$ cat src/rtl/core_pkg.sv
// Shared core definitions: opcode classes, condition codes, ID-stage state.
package core_pkg;

    localparam logic [4:0] NOP_OPCODE = 5'b11111;

    localparam logic [2:0] DP_REG = 3'b000;
    localparam logic [2:0] DP_IMM = 3'b001;
    localparam logic [2:0] LS_IMM = 3'b010;
    localparam logic [2:0] LS_REG = 3'b011;
    localparam logic [2:0] BRANCH = 3'b101;

    localparam logic [3:0] OP_MOV = 4'b1101;
    localparam logic [3:0] OP_MVN = 4'b1111;

    typedef enum logic {
        RUN,
        STALL
    } id_state_t;

    typedef enum logic [3:0] {
        EQ, NE, CS, CC, MI, PL, VS, VC,
        HI, LS, GE, LT, GT, LE, AL, NV
    } cond_t;

endpackage

$ cat src/rtl/cond_check.sv
// Condition-code evaluator: NZCV flags against a 4-bit condition field.
module cond_check
    import core_pkg::*;
(
    input  logic [3:0] flags,
    input  logic [3:0] cond,
    output logic       pass
);

    logic n, z, c, v;

    assign {n, z, c, v} = flags;

    always_comb begin
        pass = 1'b0;
        unique case (cond_t'(cond))
            EQ: pass = z;
            NE: pass = ~z;
            CS: pass = c;
            CC: pass = ~c;
            MI: pass = n;
            PL: pass = ~n;
            VS: pass = v;
            VC: pass = ~v;
            HI: pass = c & ~z;
            LS: pass = ~c | z;
            GE: pass = (n == v);
            LT: pass = (n != v);
            GT: pass = ~z & (n == v);
            LE: pass = z | (n != v);
            AL: pass = 1'b1;
            NV: pass = 1'b0;
        endcase
    end

endmodule

$ cat src/rtl/id_decode_issue.sv
// ID-stage decode/issue: IF/ID register, field split, load-use stall, flush.
// Define ID_COND_EVAL_EN to turn failing conditional instructions into bubbles.
module id_decode_issue
    import core_pkg::*;
#(
    parameter int STALL_CYCLES = 1
) (
    input  logic        clk,
    input  logic        reset,
    input  logic [31:0] IF_instr,
    input  logic        IF_valid,
    input  logic [3:0]  EXE_Rd_num,
    input  logic        EXE_load,
    input  logic        branch_taken,
    input  logic [3:0]  flags,
    input  logic [31:0] RF_A,
    input  logic [31:0] RF_B,
    output logic [3:0]  Rn_num,
    output logic [3:0]  Rm_num,
    output logic [31:0] ID_A,
    output logic [31:0] ID_B,
    output logic [11:0] ID_immed,
    output logic [4:0]  ID_Opcode,
    output logic [3:0]  ID_Rd_num,
    output logic [2:0]  ID_I_cmd,
    output logic        ID_S,
    output logic        ID_valid,
    output logic        IF_stall
);

    logic [31:0] ir;
    logic        ir_valid;
    id_state_t   state, state_n;
    logic [1:0]  cnt, cnt_n;

    logic [2:0]  i_cmd;
    logic [3:0]  dp_op;
    logic [4:0]  opcode;
    logic        is_ls, is_dp, store;
    logic        uses_rn, uses_rm;
    logic        cond_pass, live, hazard, issue;

    assign i_cmd = ir[27:25];
    assign dp_op = ir[24:21];
    assign is_ls = (i_cmd[2:1] == 2'b01);
    assign is_dp = (i_cmd[2:1] == 2'b00);
    assign store = is_ls & ~ir[20];

    // Stores read their data register through the Rm port.
    assign Rn_num = ir[19:16];
    assign Rm_num = store ? ir[15:12] : ir[3:0];

    assign opcode = is_ls ? {1'b1, ir[24:22], ir[20]}
                          : {1'b0, dp_op};

    assign uses_rn = ~(is_dp & ((dp_op == OP_MOV) | (dp_op == OP_MVN)));
    assign uses_rm = (i_cmd == DP_REG) | (i_cmd == LS_REG) | store;

`ifdef ID_COND_EVAL_EN
    cond_check u_cond_check (
        .flags (flags),
        .cond  (ir[31:28]),
        .pass  (cond_pass)
    );
`else
    logic unused_cond;
    assign unused_cond = ^{flags, ir[31:28]};
    assign cond_pass   = 1'b1;
`endif

    assign live   = ir_valid & cond_pass;
    assign hazard = live & EXE_load &
                    ((uses_rn & (Rn_num == EXE_Rd_num)) |
                     (uses_rm & (Rm_num == EXE_Rd_num)));

    always_comb begin
        state_n  = state;
        cnt_n    = cnt;
        issue    = 1'b0;
        IF_stall = 1'b0;
        if (branch_taken) begin
            state_n = RUN;
            cnt_n   = 2'd0;
        end else begin
            unique case (state)
                RUN: begin
                    if (hazard) begin
                        IF_stall = 1'b1;
                        if (STALL_CYCLES > 1) begin
                            state_n = STALL;
                            cnt_n   = 2'(STALL_CYCLES - 2);
                        end
                    end else begin
                        issue = live;
                    end
                end
                STALL: begin
                    IF_stall = 1'b1;
                    if (cnt == 2'd0) state_n = RUN;
                    else             cnt_n   = cnt - 2'd1;
                end
            endcase
        end
    end

    assign ID_valid  = issue;
    assign ID_Opcode = issue ? opcode : NOP_OPCODE;
    assign ID_S      = issue & ir[20];
    assign ID_I_cmd  = issue ? i_cmd : 3'd0;
    assign ID_Rd_num = issue ? ir[15:12] : 4'd0;
    assign ID_immed  = issue ? ir[11:0] : 12'd0;
    assign ID_A      = RF_A;
    assign ID_B      = RF_B;

    always_ff @(posedge clk or posedge reset) begin
        if (reset) begin
            ir       <= 32'd0;
            ir_valid <= 1'b0;
            state    <= RUN;
            cnt      <= 2'd0;
        end else begin
            state <= state_n;
            cnt   <= cnt_n;
            if (!IF_stall) begin
                ir       <= IF_instr;
                ir_valid <= IF_valid;
            end
        end
    end

endmodule

$ cat config.mk
export PLATFORM = sky130hd
export DESIGN_NAME = id_decode_issue
export DESIGN_NICKNAME = d
export VERILOG_FILES = /design/src/rtl/core_pkg.sv /design/src/rtl/cond_check.sv /design/src/rtl/id_decode_issue.sv
export SDC_FILE = /design/constraint.sdc
export NUM_CORES = 1
export LEC_CHECK = 0
export ABC_CLOCK_PERIOD_IN_PS = 6300
export CORE_MARGIN = 2
export CORE_UTILIZATION = 34
export CTS_CLUSTER_SIZE = 16
export DETAILED_ROUTE_END_ITERATION = 8
export PLACE_DENSITY_LB_ADDON = 0.3
export SYNTH_ARGS = -nofsm -noshare
export SYNTH_HDL_FRONTEND = slang
export SYNTH_SLANG_ARGS = --single-unit
$ cat constraint.sdc
create_clock -name clk -period 6.3 [get_ports clk]
set_clock_uncertainty 0.15 [all_clocks]
set_input_delay 0.945 -clock clk [delete_from_list [all_inputs] [get_ports clk]]
set_output_delay 0.945 -clock clk [all_outputs]
set_load 0.05 [all_outputs]
==> reports/results.ini <==
[outcome]
status = finished clean

[yosys]
muxShareOfSynthArea_pct = 18.6
yosys_warnings = 0
synth_top_area_share_pct = 34.5
synth_compound_area_share_pct = 5.44
syn_area_sq_um = 2320
ys_seq_area_share_pct = 34.5
synth_top_family_by_area = buffers and inverters
synth_fa_ha_area_share_pct = 0.539
synth_top_area_cell = dfrtp_1
ys_seq_elements = 32
synthCells = 207
synth_cell_types = 32
synthXorXnorAreaFrac_pct = 3.34
ys_top_cells_by_area = dfrtp_1 (34%), buf_4 (22%), mux2_4 (13%)
syn_avg_cell_area_sq_um = 11.2
synth_nets = 317
synth-simple-area-share_pct = 11.1

[finish]
drive_gt1_share_pct = 22.2
insertedDiodeCount = 0
finish.utilization_pct = 39.6
nets = 325
syn_to_final_growth_pct = 14.6

[cts]
cts_setup_buffers = 0
numCtsBuffers = 5
path_clk_slew_ps = 60
cts.sinks = 32
clock_latency_ps = 280
clock-root-buffer = clkbuf_8
cts.path.max_buffers = 2
cts_tree = yes
cts-resized-gates = 0
htreeDepth = 2
cts_hold_buf = 0

[timing]
slew_violations = 0
hold_viol = 0
rsz0062_at_grt = no
worst_pin_slew_ps = 515
post-route-period-util_pct = 76.4
fmax_ghz = 0.208
slew_headroom_pct = 65.6
setup_slack_ps = 1490
fin_crit_ps = 4810
hold_slack_ps = 357
setup_viol = 0
finalSetupTns_ps = 0

[floorplanning]
core_area_sq_um = 6720
die-area_sq_um = 7510
start_util_pct = 34.6
die_w_um = 86.7
die-height_um = 86.7
num_io_pins = 208
num_rows = 30

[hold_path]
hp-class = flop to flop
hold_depth = 1
hold_start = ir[10]$_DFFE_PP0N_
hold_end = ir[10]$_DFFE_PP0N_

[worst_setup_path]
r2r-start = ir[26]$_DFFE_PP0N_
r2r_slack_ps = 3050
critPathMaxFanout = 26
endpoint_kind = output port
worstSetupPathType = primary input to output port
worstPathArrival_ps = 3720
required_ps = 5200
crit-reg2reg-capture = ir[18]$_DFFE_PP0N_
rr_worst_depth = 7
start_kind = primary input

[global_route]
grt_pass1_wl_um = 7470
grt_overflow = 0
grt_max_degree = 33
grt_pass1_vias = 1433
antenna_found_initial = 0
track_usage_pct = 13.2

[pwr]
power.leakage_nw = 1.09
p_per_area_nw_per_um2 = 197
max-vdd-ir-drop_mv = 0.0733

[place]
gp_congestion = 0.708
pre_cts_slack_ps = 1490
port-buffer-count = 71
hpwlAfterDp_um = 3650

[detailed_routing]
wl_um = 4870
dr.pass1.iters = 4
vias_per_cell = 4.58
drcViolationCount = 0
avgRoutedWirePerCell_um = 16.5
drt-initial-drc-count = 41
ant_nets = 0
vias = 1356

[job]
cap_violations = 0

final cells by class:
| cell class | instances | area, sq um |
|---|---|---|
| multi-input combinational | 94 | 908 |
| timing repair buffer | 74 | 733 |
| tap | 80 | 100 |
| fill | 674 | 4060 |
| inverter | 8 | 30.0 |
| sequential | 32 | 801 |
| clock buffer | 8 | 90.1 |
state kept, by name, summed over array words and instances (netlist names):
register	cells
ir	28
ir_valid	1
cnt	2
state	1
report_power, final:
part	internal [W]	leakage [nW]	total, W	switching [W]
clock network	0.0000891	0.0455	0.000163	0.0000743
logic	0.0000634	0.661	0.000135	0.0000715
registers	0.000216	0.380	0.000225	0.00000938
cell usage after synthesis (all sizes together):
library cell	n
mux2i	2
or2b	1
nor3b	1
xor2	7
nand2	2
a21oi	2
nor3	1
and4bb	1
nand3	3
mux2	30
buf	73
nor2	5
a31o	1
a211oi	2
ha	1
nand2b	3
a311oi	1
nor2b	2
and2b	1
o221a	1
and2	20
nand3b	1
inv	8
a21o	1
o21ai	2
dfrtp	32
a2111oi	2
xnor2	1
placed cells by master (no fill, tap or decap), types with 2 or more instances in the layout:
cell and instances:
and2_1 20, dfrtp_1 32, inv_1 8, o21ai_0 2
a2111oi_4 2, nand2b_1 3, clkbuf_1 2, a21oi_1 2
xor2_1 6, nand3_1 3, clkbuf_8 6, nor2_1 5
a211oi_1 2, nor2b_1 2, mux2i_1 2, nand2_1 2
clkdlybuf4s50_1 71, mux2_2 10, mux2_4 20, buf_4 3
how the worst max path moves through the flow:
| stage | slack (ps) | to | startpoint | depth (start not counted) |
|---|---|---|---|---|
| final | 1490 | ID_Opcode[0] | EXE_Rd_num[1] | 8 |
| after global routing | 1370 | ID_Opcode[4] | EXE_Rd_num[3] | 9 |
| after CTS | 1480 | ID_Opcode[0] | EXE_Rd_num[1] | 8 |
| after detailed placement | 1490 | ID_Opcode[0] | EXE_Rd_num[1] | 8 |
| after global placement | 1510 | ID_Opcode[0] | EXE_Rd_num[1] | 8 |
| after floorplan | 2420 | ID_Opcode[0] | ir[26]$_DFFE_PP0N_ | 7 |
per-stage QoR:
stage                     cells  instance area (sq um)  total power (W)
after floorplan             207                   2320         0.000422
after global routing        296                   2660         0.000550
after global placement      288                   2570         0.000365
after detailed placement    288                   2570         0.000366
after CTS                   296                   2660         0.000534
final                       296                   2660         0.000524
layer usage:
| layer | share of wire (%) | global-route usage (%) | up-vias |
|---|---|---|---|
| met5 | 0 | 0 | - |
| met2 | 48 | 21.3 | 80 |
| li1 | - | - | 620 |
| met4 | 2.3 | 5.82 | 0 |
| met1 | 40 | 15.2 | 635 |
| met3 | 10 | 5.90 | 21 |
cell families (layout without fill, tap and decap cells):
| group | after synthesis | count (layout) |
|---|---|---|
| AND/OR/NAND/NOR | 41 | 41 |
| multiplexers | 32 | 32 |
| flip-flops | 32 | 32 |
| XOR/XNOR | 8 | 8 |
| buffers and inverters | 81 | 90 |
| adder cells (fa/ha/maj) | 1 | 1 |
| AO/OA/AOI/OAI | 12 | 12 |
worst max-delay path, cell delays in order:
cell and delay, ps:
clkdlybuf4s50_1 580, and2b_2 240, o221a_2 250, a2111oi_4 350, a2111oi_4 140, buf_4 240
o21ai_0 120, clkdlybuf4s50_1 840
Note: power is estimated with default switching activity, not from simulation.
==> RTL edit: new RTL, same settings <==
The option `ID_COND_EVAL_EN` is turned on by a define.
--- a/src/rtl/id_decode_issue.sv
+++ b/src/rtl/id_decode_issue.sv
@@ -1,5 +1,7 @@
 // ID-stage decode/issue: IF/ID register, field split, load-use stall, flush.
 // Define ID_COND_EVAL_EN to turn failing conditional instructions into bubbles.
+`define ID_COND_EVAL_EN
+
 module id_decode_issue
     import core_pkg::*;
 #(
Formal check against the unedited RTL: not equivalent (Yosys sat finds a counterexample within 4 cycles, from zero or initial values and one cycle with reset high).
==> RTL edit against the unedited design <==
Maximum frequency decreased by 12%; sequential share of layout area decreased by 9.8 points; wire length rose by 140%; synthesized area increased by 67%; sequential cell count rose by 4; combinational power rose to 4.7 times the old value; final area is 67% higher; non-clock buffer count up 20; register-to-register slack better by 60 ps; total power rose by 130%; worst setup slack lost 630 ps.
==> RTL edit: results (changes against the unedited design) <==
* Root buffer cell: clkbuf_16
* Synth unique cells at 41 (+28%)
* Non-Clock Buffer Count at 94 (+27%)
* R2R setup slack at 3110 ps (+60 ps)
* Vias in the first global route at 3582 (+150%)
* Area of the multi-input gates at 2280 µm² (+150%)
* Hold wc startpoint: cnt[0]
* Top fanout value on the critical path at 34 (+31%)
* Fill count at 1154 (+71%)
* Crit path largest cell delay at 770 ps (-70 ps)
* M1 WL at 5390 µm (+180%)
* VDD IR max at 118 µV (+62%)
* Vias at 3682 (+170%)
* Hold Path End: cnt[0]
* Iter 0 DRT Violations at 325 (+690%)
* M1 GR Usage at 25.1% (+9.9 points)
* Status: completed
* P_leak at 1.60 nW (+48%)
* Met3 GRT Util at 3.88% (-2.0 points)
* Wire length of the first global-routing pass at 18800 µm (+150%)
* Worst hold margin at 402 ps (+45.4 ps)
* Largest net degree at the start of global routing at 104 (+220%)
* Multiplexer share of the synthesized area at 2.22% (-16 points)
* Gr usage total at 18.4% (+5.2 points)
* Largest registers: ir x32, cnt x2
* GPL Wtd Cong at 0.770 (+8.8%)
* Syn Nets at 620 (+96%)
* Post-placement cell area at 4290 µm² (+67%)
* Worst hold path depth at 2 (+1)
* Top cells by count, synth: 68 x buf_4, 68 x nand2_1, 37 x clkbuf_1
* Multi-input gates at 353 (+280%)
* Top post-synthesis cells by area: dfrtp_1 23%, buf_4 13%, o311ai_1 7.7%
* Slew headroom at 31.6% (-34 points)
* Synth Area in Compound Gates at 19.8% (+14 points)
* DP Worst Slack at 889 ps (-600 ps)
* Placed cell count at 633 (+120%)
* Buffering overhead at 20.2% (-7.3 points)
* Routed wire length at 11800 µm (+140%)
==> RTL edit: cell types whose count changed after synthesis, sizes merged, moves of 20 or more <==
cell,before,now
nand2b,3,34
clkbuf,0,37
and2,20,0
nand2,2,68
o311ai,0,34
a31oi,0,34
nor2b,2,33
o21ai,2,34
nand3,3,34
mux2,30,5
nor3b,1,21
==> RTL edit: kinds of logic (layout without fill, tap and decap cells) <==
logic type / Yosys count / after routing
XOR/XNOR: 12 / 12
flip-flops: 36 / 36
multiplexers: 8 / 8
AND/OR/NAND/NOR: 218 / 218
AO/OA/AOI/OAI: 114 / 114
adder cells (fa/ha/maj): 1 / 1
buffers and inverters: 121 / 109
==> RTL edit: power by group <==
part	total [mW]	internal, mW	switching [mW]
Sequential	0.315	0.266	0.0491
Combinational	0.629	0.231	0.398
Clock	0.260	0.156	0.104
Total	1.20	0.653	0.551
